**src/rtl/mult_pkg.sv**
```systemverilog
// mult_pkg
//   Shared definitions for the array-multiplier datapath slice.
//   - state_t       : product accumulator FSM states (ACCUM, HOLD)
//   - *_DEF         : default widths/group size used by prod_accumulator
//   - clog2()       : constant ceiling-log2 used for parameter width checks
package mult_pkg;

    localparam int unsigned PW_DEF   = 8;   // 4x4 array multiplier product width
    localparam int unsigned NACC_DEF = 4;   // products per accumulation group
    localparam int unsigned AW_DEF   = 10;  // accumulated sum width
    localparam int unsigned CW_DEF   = 3;   // group count width

    typedef enum logic {
        ACCUM = 1'b0,
        HOLD  = 1'b1
    } state_t;

    // Smallest r such that 2**r >= v (clog2(0) = clog2(1) = 0).
    function automatic int unsigned clog2(input int unsigned v);
        int unsigned r;
        r = 0;
        while ((r < 32) && ((64'd1 << r) < 64'(v))) begin
            r = r + 1;
        end
        return r;
    endfunction

endpackage

```
**src/rtl/full_adder.sv**
```systemverilog
// full_adder
//   Single-bit full-adder cell.
//   Ports: i_a, i_b  - addend bits
//          i_ci      - carry in
//          o_s       - sum bit
//          o_co      - carry out
module full_adder (
    input  logic i_a,
    input  logic i_b,
    input  logic i_ci,
    output logic o_s,
    output logic o_co
);

    logic w_ab;

    assign w_ab = i_a ^ i_b;
    assign o_s  = w_ab ^ i_ci;
    assign o_co = (i_a & i_b) | (w_ab & i_ci);

endmodule

```
**src/rtl/half_adder.sv**
```systemverilog
// half_adder
//   Single-bit half-adder cell.
//   Ports: i_a, i_b  - addend bits
//          o_s       - sum bit
//          o_co      - carry out
module half_adder (
    input  logic i_a,
    input  logic i_b,
    output logic o_s,
    output logic o_co
);

    assign o_s  = i_a ^ i_b;
    assign o_co = i_a & i_b;

endmodule

```
**src/rtl/rca_adder.sv**
```systemverilog
// rca_adder
//   W-bit ripple-carry adder built from half/full-adder cells.
//   Bit 0 uses a half adder (no carry in); bits 1..W-1 use full adders.
//   Ports: i_a, i_b  - W-bit unsigned addends
//          o_sum     - W-bit sum
//          o_co      - carry out of the top bit
module rca_adder #(
    parameter int unsigned W = 10
) (
    input  logic [W-1:0] i_a,
    input  logic [W-1:0] i_b,
    output logic [W-1:0] o_sum,
    output logic         o_co
);

    // w_c[k] is the carry into bit k.
    logic [W:1] w_c;

    half_adder u_ha0 (
        .i_a  (i_a[0]),
        .i_b  (i_b[0]),
        .o_s  (o_sum[0]),
        .o_co (w_c[1])
    );

    for (genvar g = 1; g < W; g++) begin : g_fa
        full_adder u_fa (
            .i_a  (i_a[g]),
            .i_b  (i_b[g]),
            .i_ci (w_c[g]),
            .o_s  (o_sum[g]),
            .o_co (w_c[g+1])
        );
    end

    assign o_co = w_c[W];

endmodule

```
**src/rtl/prod_accumulator.sv**
```systemverilog
// prod_accumulator
//   Accumulates NACC consecutive products (or fewer when flushed) taken over a
//   valid/ready input port and presents the registered group sum and product
//   count on a valid/ready output port.
//   Ports:
//     clk, rst_n            - clock, asynchronous active-low reset
//     in_valid/in_ready     - product handshake; in_ready = !out_valid || out_ready
//     in_prod [PW]          - unsigned product, sampled only on accept
//     flush                 - close the current non-empty group early
//     out_valid/out_ready   - result handshake
//     out_sum [AW]          - sum of the completed group
//     out_count [CW]        - products in the completed group (1..NACC)
module prod_accumulator
    import mult_pkg::*;
#(
    parameter int unsigned PW   = PW_DEF,
    parameter int unsigned NACC = NACC_DEF,
    parameter int unsigned AW   = AW_DEF,
    parameter int unsigned CW   = CW_DEF
) (
    input  logic          clk,
    input  logic          rst_n,
    input  logic          in_valid,
    output logic          in_ready,
    input  logic [PW-1:0] in_prod,
    input  logic          flush,
    output logic          out_valid,
    input  logic          out_ready,
    output logic [AW-1:0] out_sum,
    output logic [CW-1:0] out_count
);

    if (NACC < 2) begin : g_bad_nacc
        $error("prod_accumulator: NACC must be >= 2");
    end
    if (AW < PW + clog2(NACC)) begin : g_bad_aw
        $error("prod_accumulator: AW too narrow for NACC products of PW bits");
    end
    if (CW < clog2(NACC + 1)) begin : g_bad_cw
        $error("prod_accumulator: CW too narrow to hold NACC");
    end

    state_t        r_state;
    logic [AW-1:0] r_acc;
    logic [CW-1:0] r_cnt;
    logic [AW-1:0] r_out_sum;
    logic [CW-1:0] r_out_count;

    logic [AW-1:0] w_prod_ext;
    logic [AW-1:0] w_sum;
    logic          w_carry;
    logic          w_accept;
    logic          w_last;
    logic [CW-1:0] w_cnt_inc;

    assign w_prod_ext = {{(AW-PW){1'b0}}, in_prod};

    // r_acc is always zero in HOLD, so the same adder output serves both the
    // running sum in ACCUM and the first product of a group started in HOLD.
    rca_adder #(.W(AW)) u_add (
        .i_a   (r_acc),
        .i_b   (w_prod_ext),
        .o_sum (w_sum),
        .o_co  (w_carry)
    );

    assign out_valid = (r_state == HOLD);
    assign in_ready  = !out_valid || out_ready;
    assign w_accept  = in_valid && in_ready;
    assign w_last    = (r_cnt == CW'(NACC - 1));
    assign w_cnt_inc = r_cnt + CW'(1);
    assign out_sum   = r_out_sum;
    assign out_count = r_out_count;

    always_ff @(posedge clk or negedge rst_n) begin
        if (!rst_n) begin
            r_state     <= ACCUM;
            r_acc       <= '0;
            r_cnt       <= '0;
            r_out_sum   <= '0;
            r_out_count <= '0;
        end else begin
            case (r_state)
                ACCUM: begin
                    if (w_accept) begin
                        if (w_last || flush) begin
                            r_out_sum   <= w_sum;
                            r_out_count <= w_cnt_inc;
                            r_acc       <= '0;
                            r_cnt       <= '0;
                            r_state     <= HOLD;
                        end else begin
                            r_acc <= w_sum;
                            r_cnt <= w_cnt_inc;
                        end
                    end else if (flush && (r_cnt != '0)) begin
                        r_out_sum   <= r_acc;
                        r_out_count <= r_cnt;
                        r_acc       <= '0;
                        r_cnt       <= '0;
                        r_state     <= HOLD;
                    end
                end
                HOLD: begin
                    if (out_ready) begin
                        if (w_accept && flush) begin
                            // Drain and close a one-product group in the same
                            // cycle: stay in HOLD with the new result.
                            r_out_sum   <= w_sum;
                            r_out_count <= w_cnt_inc;
                        end else begin
                            r_state <= ACCUM;
                            if (w_accept) begin
                                r_acc <= w_sum;
                                r_cnt <= w_cnt_inc;
                            end
                        end
                    end
                end
            endcase
        end
    end

    // AW is wide enough for NACC full-scale products, so the top carry is dead.
    a_no_carry: assert property (@(posedge clk) disable iff (!rst_n) !w_carry);

endmodule

```
**config.mk**
```make
export PLATFORM = sky130hd
export DESIGN_NAME = prod_accumulator
export DESIGN_NICKNAME = d
export VERILOG_FILES = /design/src/rtl/mult_pkg.sv /design/src/rtl/full_adder.sv /design/src/rtl/half_adder.sv /design/src/rtl/rca_adder.sv /design/src/rtl/prod_accumulator.sv
export SDC_FILE = /design/constraint.sdc
export NUM_CORES = 1
export LEC_CHECK = 0
export ABC_CLOCK_PERIOD_IN_PS = 4700
export BUFFER_PORTS_ARGS = -buffer_cell sky130_fd_sc_hd__buf_4
export CAP_MARGIN = 20
export CORE_AREA = 2 2 83 85
export DETAILED_ROUTE_END_ITERATION = 16
export DIE_AREA = 0 0 85 87
export PLACE_DENSITY = 0.42
export SETUP_SLACK_MARGIN = 0.4
export SKIP_CTS_REPAIR_TIMING = 1
export SYNTH_ARGS = -nofsm -noshare
export SYNTH_HDL_FRONTEND = slang
export SYNTH_SLANG_ARGS = --single-unit
```
**constraint.sdc**
```tcl
create_clock -name clk -period 4.7 [get_ports clk]
set_input_delay 0 -clock clk [delete_from_list [all_inputs] [get_ports clk]]
set_output_delay 0 -clock clk [all_outputs]
set_load 0.05 [all_outputs]
```
==> results.tsv, run 1 <==
stage	metric	value	unit
worst_setup_path	crit_family	adder cells	
clock_tree	htreeDepth	1	
timing	relSlewSlack	38.7	%
power	power	0.00141	W
route	final_antenna_net_count	0	
grt	grt_start_max_net_pins	28	
grt	grt.overflow.total	0	
synth	yosysSeqAreaShare	39.8	%
grt	antenna_found_initial	0	
route	vias	1082	
floorplan	ios	28	
synth	synth_compound_area_share	6.92	%
power	p_seq_share	29.7	%
place	dp.final_hpwl	2.40	mm
route	first_pass_iters	4	
floorplan	die_area	7400	sq um
synth	synth_top_family_by_area	multiplexers	
floorplan	num_rows	30	
clock_tree	cts_tree	built	
floorplan	die_h	87	um
synth	synth-simple-area-share	13.0	%
synth	syn-num-nets	173	
timing	setup_violations	0	
worst_setup_path	crit_arrival	4240	ps
synth	async_reset_ff_share	100	%
timing	min_period_over_period	86.7	%
synth	synth_xor_area_share	1.03	%
timing	worst_pin_slew	917	ps
worst_setup_path	cp_cell_sequence	ha_1, inv_1, fa_1, fa_1, fa_2, fa_1, fa_1, fa_1, inv_1, fa_1, ha_1, nand2_1, xnor2_1, mux2_4	
layout	layout_commonest_cell	buf_4	
layout	final_cell_mix	buf_4 (29), dfrtp_1 (27), inv_1 (18), mux2_4 (18), nor2_1 (17)	
worst_setup_path	end_kind	flop	
route	wl	3.35	mm
worst_setup_path	criticalPathCategory	flop to flop	
timing	skew	5.30	ps
worst_setup_path	slowest_stage	fa_1	
route	drc_errors	0	
worst_setup_path	crit_buf_inv	2	
route	avgRoutedWirePerCell	13.1	um
worst_hold_path	holdCritPathClass	input pin to flop	
worst_setup_path	crit_top_cell	fa_1	
synth	avgSynthCellArea	11.5	sq um
place	portBuffers	27	
floorplan	chipWidth	85	um
layout	drive_above_1_share	35.2	%
floorplan	start_util	25.9	%
synth	synth_area_leader_cell	dfrtp_1	
flow_run	drv_cap	0	
clock_tree	path_clk_slew	90	ps
worst_setup_path	cp_max_fo	3	
route	drt-initial-drc-count	23	
synth	synthDominantCellAreaShare	39.8	%
outcome	outcome	finished, final reports clean	
layout	area_delta_synth_final	18.6	%
layout	fin_nets	202	
clock_tree	insertion_delay	270	ps
synth	synth-edff-count	0	
power	p_sw_share	43.8	%
synth	ys_ff_latch	27	
grt	grt_pass1_wl	5.60	mm
synth	synth_area_leaders	dfrtp_1 (40%), mux2_4 (16%), fa_1 (8.2%)	
timing	rsz0062_at_grt	false	
clock_tree	cts.sink_count	27	
layout	post-route-util	30.7	%
clock_tree	root_buffer	clkbuf_8	
clock_tree	cts_made_buffers	3	
timing	max_freq	0.245	GHz
floorplan	core_area	6570	sq um
worst_setup_path	start_kind	flop	
grt	grt_use_total	9.66	%
grt	grt_pass1_vias	1170	
synth	ys_warn_count	0	
timing	hold_viol	0	
synth	synth_ff_type	dfrtp_1	
synth	synth.mux.area_fraction	19.9	%
power	ir_drop	0.280	mV
worst_setup_path	required	4860	ps
power	combPwrFrac	60.9	%
synth	synthAdderAreaFrac	11.9	%
power	p_leak	0.997	nW
power	clock_power_share	9.4	%
power	switchingPower	0.000619	W
power	p_int	0.000794	W
timing	setup_tns	0	ps
synth	netlist_area	1700	sq um
route	vias_per_cell	4.23	
clock_tree	ctsLongestPathBuffers	2	
synth	synthCells	148	
layout	num_antenna_cells	0	
timing	drv_slew	0	
place	routabilityCongestion	0.765	
timing	finalCriticalPeriod	4080	ps
worst_setup_path	max_stage_delay	430	ps
power	powerDensity	701	nW/um^2
synth	synthDistinctLibCells	28	
[flip-flops by register name, summed over array words and instances (netlist names)]
name,count
out_count,3
out_sum,10
out_valid,1
r_acc,10
r_cnt,3
[metrics by stage]
stage	hold WS, ps	cell area [sq um]	instances	worst slack (ps)
global route	4.65	2020	256	409
floorplan	-296	1700	148	703
CTS	-357	1990	253	501
global placement	-55.6	1940	249	555
finish	2.76	2020	256	624
detailed placement	-49.8	1940	249	523
[tightest hold or removal path, cell delays in order]
cell and delay (ps):
buf_4 100, o21ai_0 70, nand3_1 80
[layer usage]
metal  track usage [%]  wire length [um]  vias to the layer above
li1                  -                 -                      529
met1              12.3              1570                      530
met4              3.46                51                        0
met3              1.33               105                        5
met2              16.8              1620                       18
met5                 0                 0                        -
[cell type report]
class,count,area [sq um]
inverters,18,67.6
multi-input cells,97,900
flip-flops and latches,27,676
well taps,80,100
repair buffers,30,228
fillers,667,4550
clock buffers,4,45.0
[synthesized netlist by cell type (2+ instances only)]
library cell,number
xnor2_1,2
a21o_1,2
mux2_4,18
buf_6,2
fa_1,7
inv_1,18
dfrtp_1,27
nor2_1,17
o21ai_0,2
nor3b_1,2
mux2_2,6
nor2b_1,7
a21oi_1,8
nand2_1,12
ha_1,5
[power by group through the flow]
stage,combinational [W],clock (W),sequential [W]
final,0.000861,0.000133,0.000419
after global routing,0.000938,0.000151,0.000434
after CTS,0.000866,0.000141,0.000420
after detailed placement,0.000860,0,0.000423
after global placement,0.000854,0,0.000418
after floorplan,0.000490,0,0.000605
[final timing paths]
check                                    end  cells after the start        from  slack [ps]
worst max-delay path              out_sum[9]                     14    r_acc[0]         620
worst min-delay path               out_valid                      3       flush           3
worst max register to register    out_sum[9]                     14    r_acc[0]         620
worst min register to register    out_sum[8]                      1  out_sum[8]         520
max in group asynchronous         out_sum[5]                      2       rst_n        4250
min in group asynchronous       out_count[0]                      2       rst_n         180
[kinds of logic after synthesis]
kind of cell,after synthesis
AO/OA/AOI/OAI,16
XOR/XNOR,2
adder cells (fa/ha/maj),12
buffers and inverters,24
flip-flops,27
multiplexers,24
AND/OR/NAND/NOR,43
Note: power is estimated with default switching activity, not from simulation.
==> run 2: changes to the inputs <==
- ABC_CLOCK_PERIOD_IN_PS: 4700 -> 4900
- clock period: 4.7 -> 4.9 ns (I/O delays scaled with it)
==> run 2 against run 1 <==
Effect of this change:
- clock power shrank 4%
- worst setup slack gained 150 ps
- utilization shrank 0.15 points
- total power shrank 4.6%
- hold slack is essentially flat
- sequential power shrank 4%
- routed wire length shrank 0.81%
- fmax shrank 1.1%
- flip-flop and latch count is the same
- register-to-register slack gained 150 ps
- final area shrank 0.50%
- count of clock-buffer cells in the layout is the same
- critical path type unchanged
- highest routed layer unchanged
==> results.tsv, run 2 (synthesis results as in run 1) <==
stage	metric	value	unit	change
worst_setup_path	end_kind	flop		unchanged
timing	finalCriticalPeriod	4120	ps	was 4080 ps
power	ir_drop	0.269	mV	was 0.280 mV
power	power	0.00135	W	was 0.00141 W
clock_tree	cts.sink_count	27		unchanged
worst_hold_path	holdPathEnd	out_valid		unchanged
worst_setup_path	r2r_cells	14		unchanged
worst_setup_path	required	5060	ps	was 4860 ps
worst_setup_path	worstReg2RegEnd	out_sum[9]		unchanged
grt	grt_pass1_wl	5.60	mm	unchanged
route	vias_per_cell	4.25		was 4.23
clock_tree	cts_made_buffers	3		unchanged
timing	drv_slew	0		unchanged
timing	setup_tns	0	ps	unchanged
timing	worst_pin_slew	914	ps	was 917 ps
clock_tree	htreeDepth	1		unchanged
floorplan	core_area	6570	sq um	unchanged
floorplan	start_util	25.9	%	unchanged
layout	num_antenna_cells	0		unchanged
grt	grt_pass1_vias	1170		unchanged
floorplan	num_rows	30		unchanged
grt	grt_use_total	9.66	%	unchanged
power	p_leak	0.992	nW	was 0.997 nW
worst_hold_path	min_from	flush		unchanged
layout	post-route-util	30.5	%	was 30.7%
floorplan	die_h	87	um	unchanged
floorplan	die_area	7400	sq um	unchanged
outcome	outcome	finished, final reports clean		unchanged
worst_hold_path	whs_path_depth	3		unchanged
clock_tree	insertion_delay	270	ps	about the same
route	first_pass_iters	4		unchanged
worst_setup_path	criticalPathCategory	flop to flop		unchanged
place	portBuffers	27		unchanged
place	routabilityCongestion	0.765		unchanged
timing	setup_violations	0		unchanged
layout	num-fill-cells	668		was 667
layout	multi_input_area	897	sq um	was 900 sq um
floorplan	ios	28		unchanged
route	wl	3.32	mm	was 3.35 mm
floorplan	chipWidth	85	um	unchanged
timing	min_period_over_period	84.1	%	was 86.7%
clock_tree	ctsLongestPathBuffers	2		unchanged
grt	grt.overflow.total	0		unchanged
layout	area_delta_synth_final	18.0	%	was 18.6%
route	vias	1085		was 1082
timing	hold_viol	0		unchanged
layout	regArea	676	sq um	unchanged
timing	rsz0062_at_grt	false		unchanged
layout	fin_nets	201		was 202
route	drc_errors	0		unchanged
grt	grt_start_max_net_pins	28		unchanged
clock_tree	root_buffer	clkbuf_8		unchanged
grt	antenna_found_initial	0		unchanged
worst_hold_path	holdCritPathClass	input pin to flop		unchanged
layout	layout_commonest_cell	buf_4		unchanged
layout	drive_above_1_share	34.3	%	was 35.2%
worst_setup_path	start_kind	flop		unchanged
layout	final_cell_mix	buf_4 (28), dfrtp_1 (27), inv_1 (18), mux2_4 (18), nor2_1 (17)		was buf_4 (29), dfrtp_1 (27), inv_1 (18), mux2_4 (18), nor2_1 (17)
worst_setup_path	rr_startpoint	r_acc[0]		unchanged
route	avgRoutedWirePerCell	13.0	um	was 13.1 um
worst_setup_path	rrSetupSlack	780	ps	was 620 ps
clock_tree	cts_tree	built		unchanged
timing	relSlewSlack	38.9	%	was 38.7%
worst_setup_path	crit_arrival	4280	ps	was 4240 ps
route	drt-initial-drc-count	23		unchanged
clock_tree	path_clk_slew	90	ps	about the same
worst_setup_path	cp_max_fo	3		unchanged
timing	max_freq	0.243	GHz	was 0.245 GHz
timing	skew	5.62	ps	was 5.30 ps
place	dp.final_hpwl	2.40	mm	unchanged
flow_run	drv_cap	0		unchanged
power	powerDensity	672	nW/um^2	was 701 nW/um^2
route	final_antenna_net_count	0		unchanged
[run 2: cell types whose count changed in the layout (fill, tap and decap cells not counted), sizes merged]
cell,before,now
buf,29,28
[run 2: how the worst max path moves through the flow]
stage | start | end | slack (ps) | cells past startpoint
6_report | r_acc[0] | out_sum[9] | 780 | 14
5_1_grt | r_acc[0] | out_sum[9] | 540 | 14
4_1_cts | r_acc[0] | r_acc[7] | 700 | 12
3_5_place_dp | r_acc[0] | r_acc[7] | 720 | 12
3_3_place_gp | r_acc[0] | r_acc[7] | 750 | 12
2_1_floorplan | r_acc[0] | r_acc[7] | 900 | 12
[run 2: power by group]
group,switching (W),internal [W],leakage [nW],total (W)
clock,0.0000696,0.0000583,0.0228,0.000128
combinational,0.000445,0.000373,0.637,0.000818
sequential,0.0000766,0.000325,0.333,0.000402
total,0.000591,0.000756,0.992,0.00135
[run 2: per-stage QoR]
stage               hold WS [ps]  worst slack (ps)  instance area [sq um]  instances
detailed placement         -49.8               723                   1940        249
finish                      2.48               779                   2010        255
global route                4.65               538                   2010        255
CTS                         -357               701                   1990        253
global placement           -55.6               755                   1940        249
floorplan                   -296               903                   1700        148
[run 2: area by class of cell]
class                           count  share of cell area [%]
Tap cell                           80                    4.99
Multi-Input combinational cell     97                    44.7
Timing Repair Buffer               29                    11.0
Inverter                           18                    3.37
Clock buffer                        4                    2.25
Sequential cell                    27                    33.7
[run 2: worst max-delay path: stages, from the launching register on]
cell and delay, ps:
dfrtp_1 380, ha_1 150, inv_1 50, fa_1 410, fa_1 420, fa_1 430, fa_1 430, fa_1 430
fa_1 400, inv_1 80, fa_1 170, ha_1 180, nand2_1 70, xnor2_1 150, mux2_4 260
[run 2: metal layers]
metal | vias up | GRT usage (%) | part of all wire [%]
met2 | 18 | 16.8 | 49
met5 | - | 0 | 0
met4 | 0 | 3.46 | 1.5
li1 | 528 | - | -
met1 | 534 | 12.3 | 47
met3 | 5 | 1.33 | 3.2
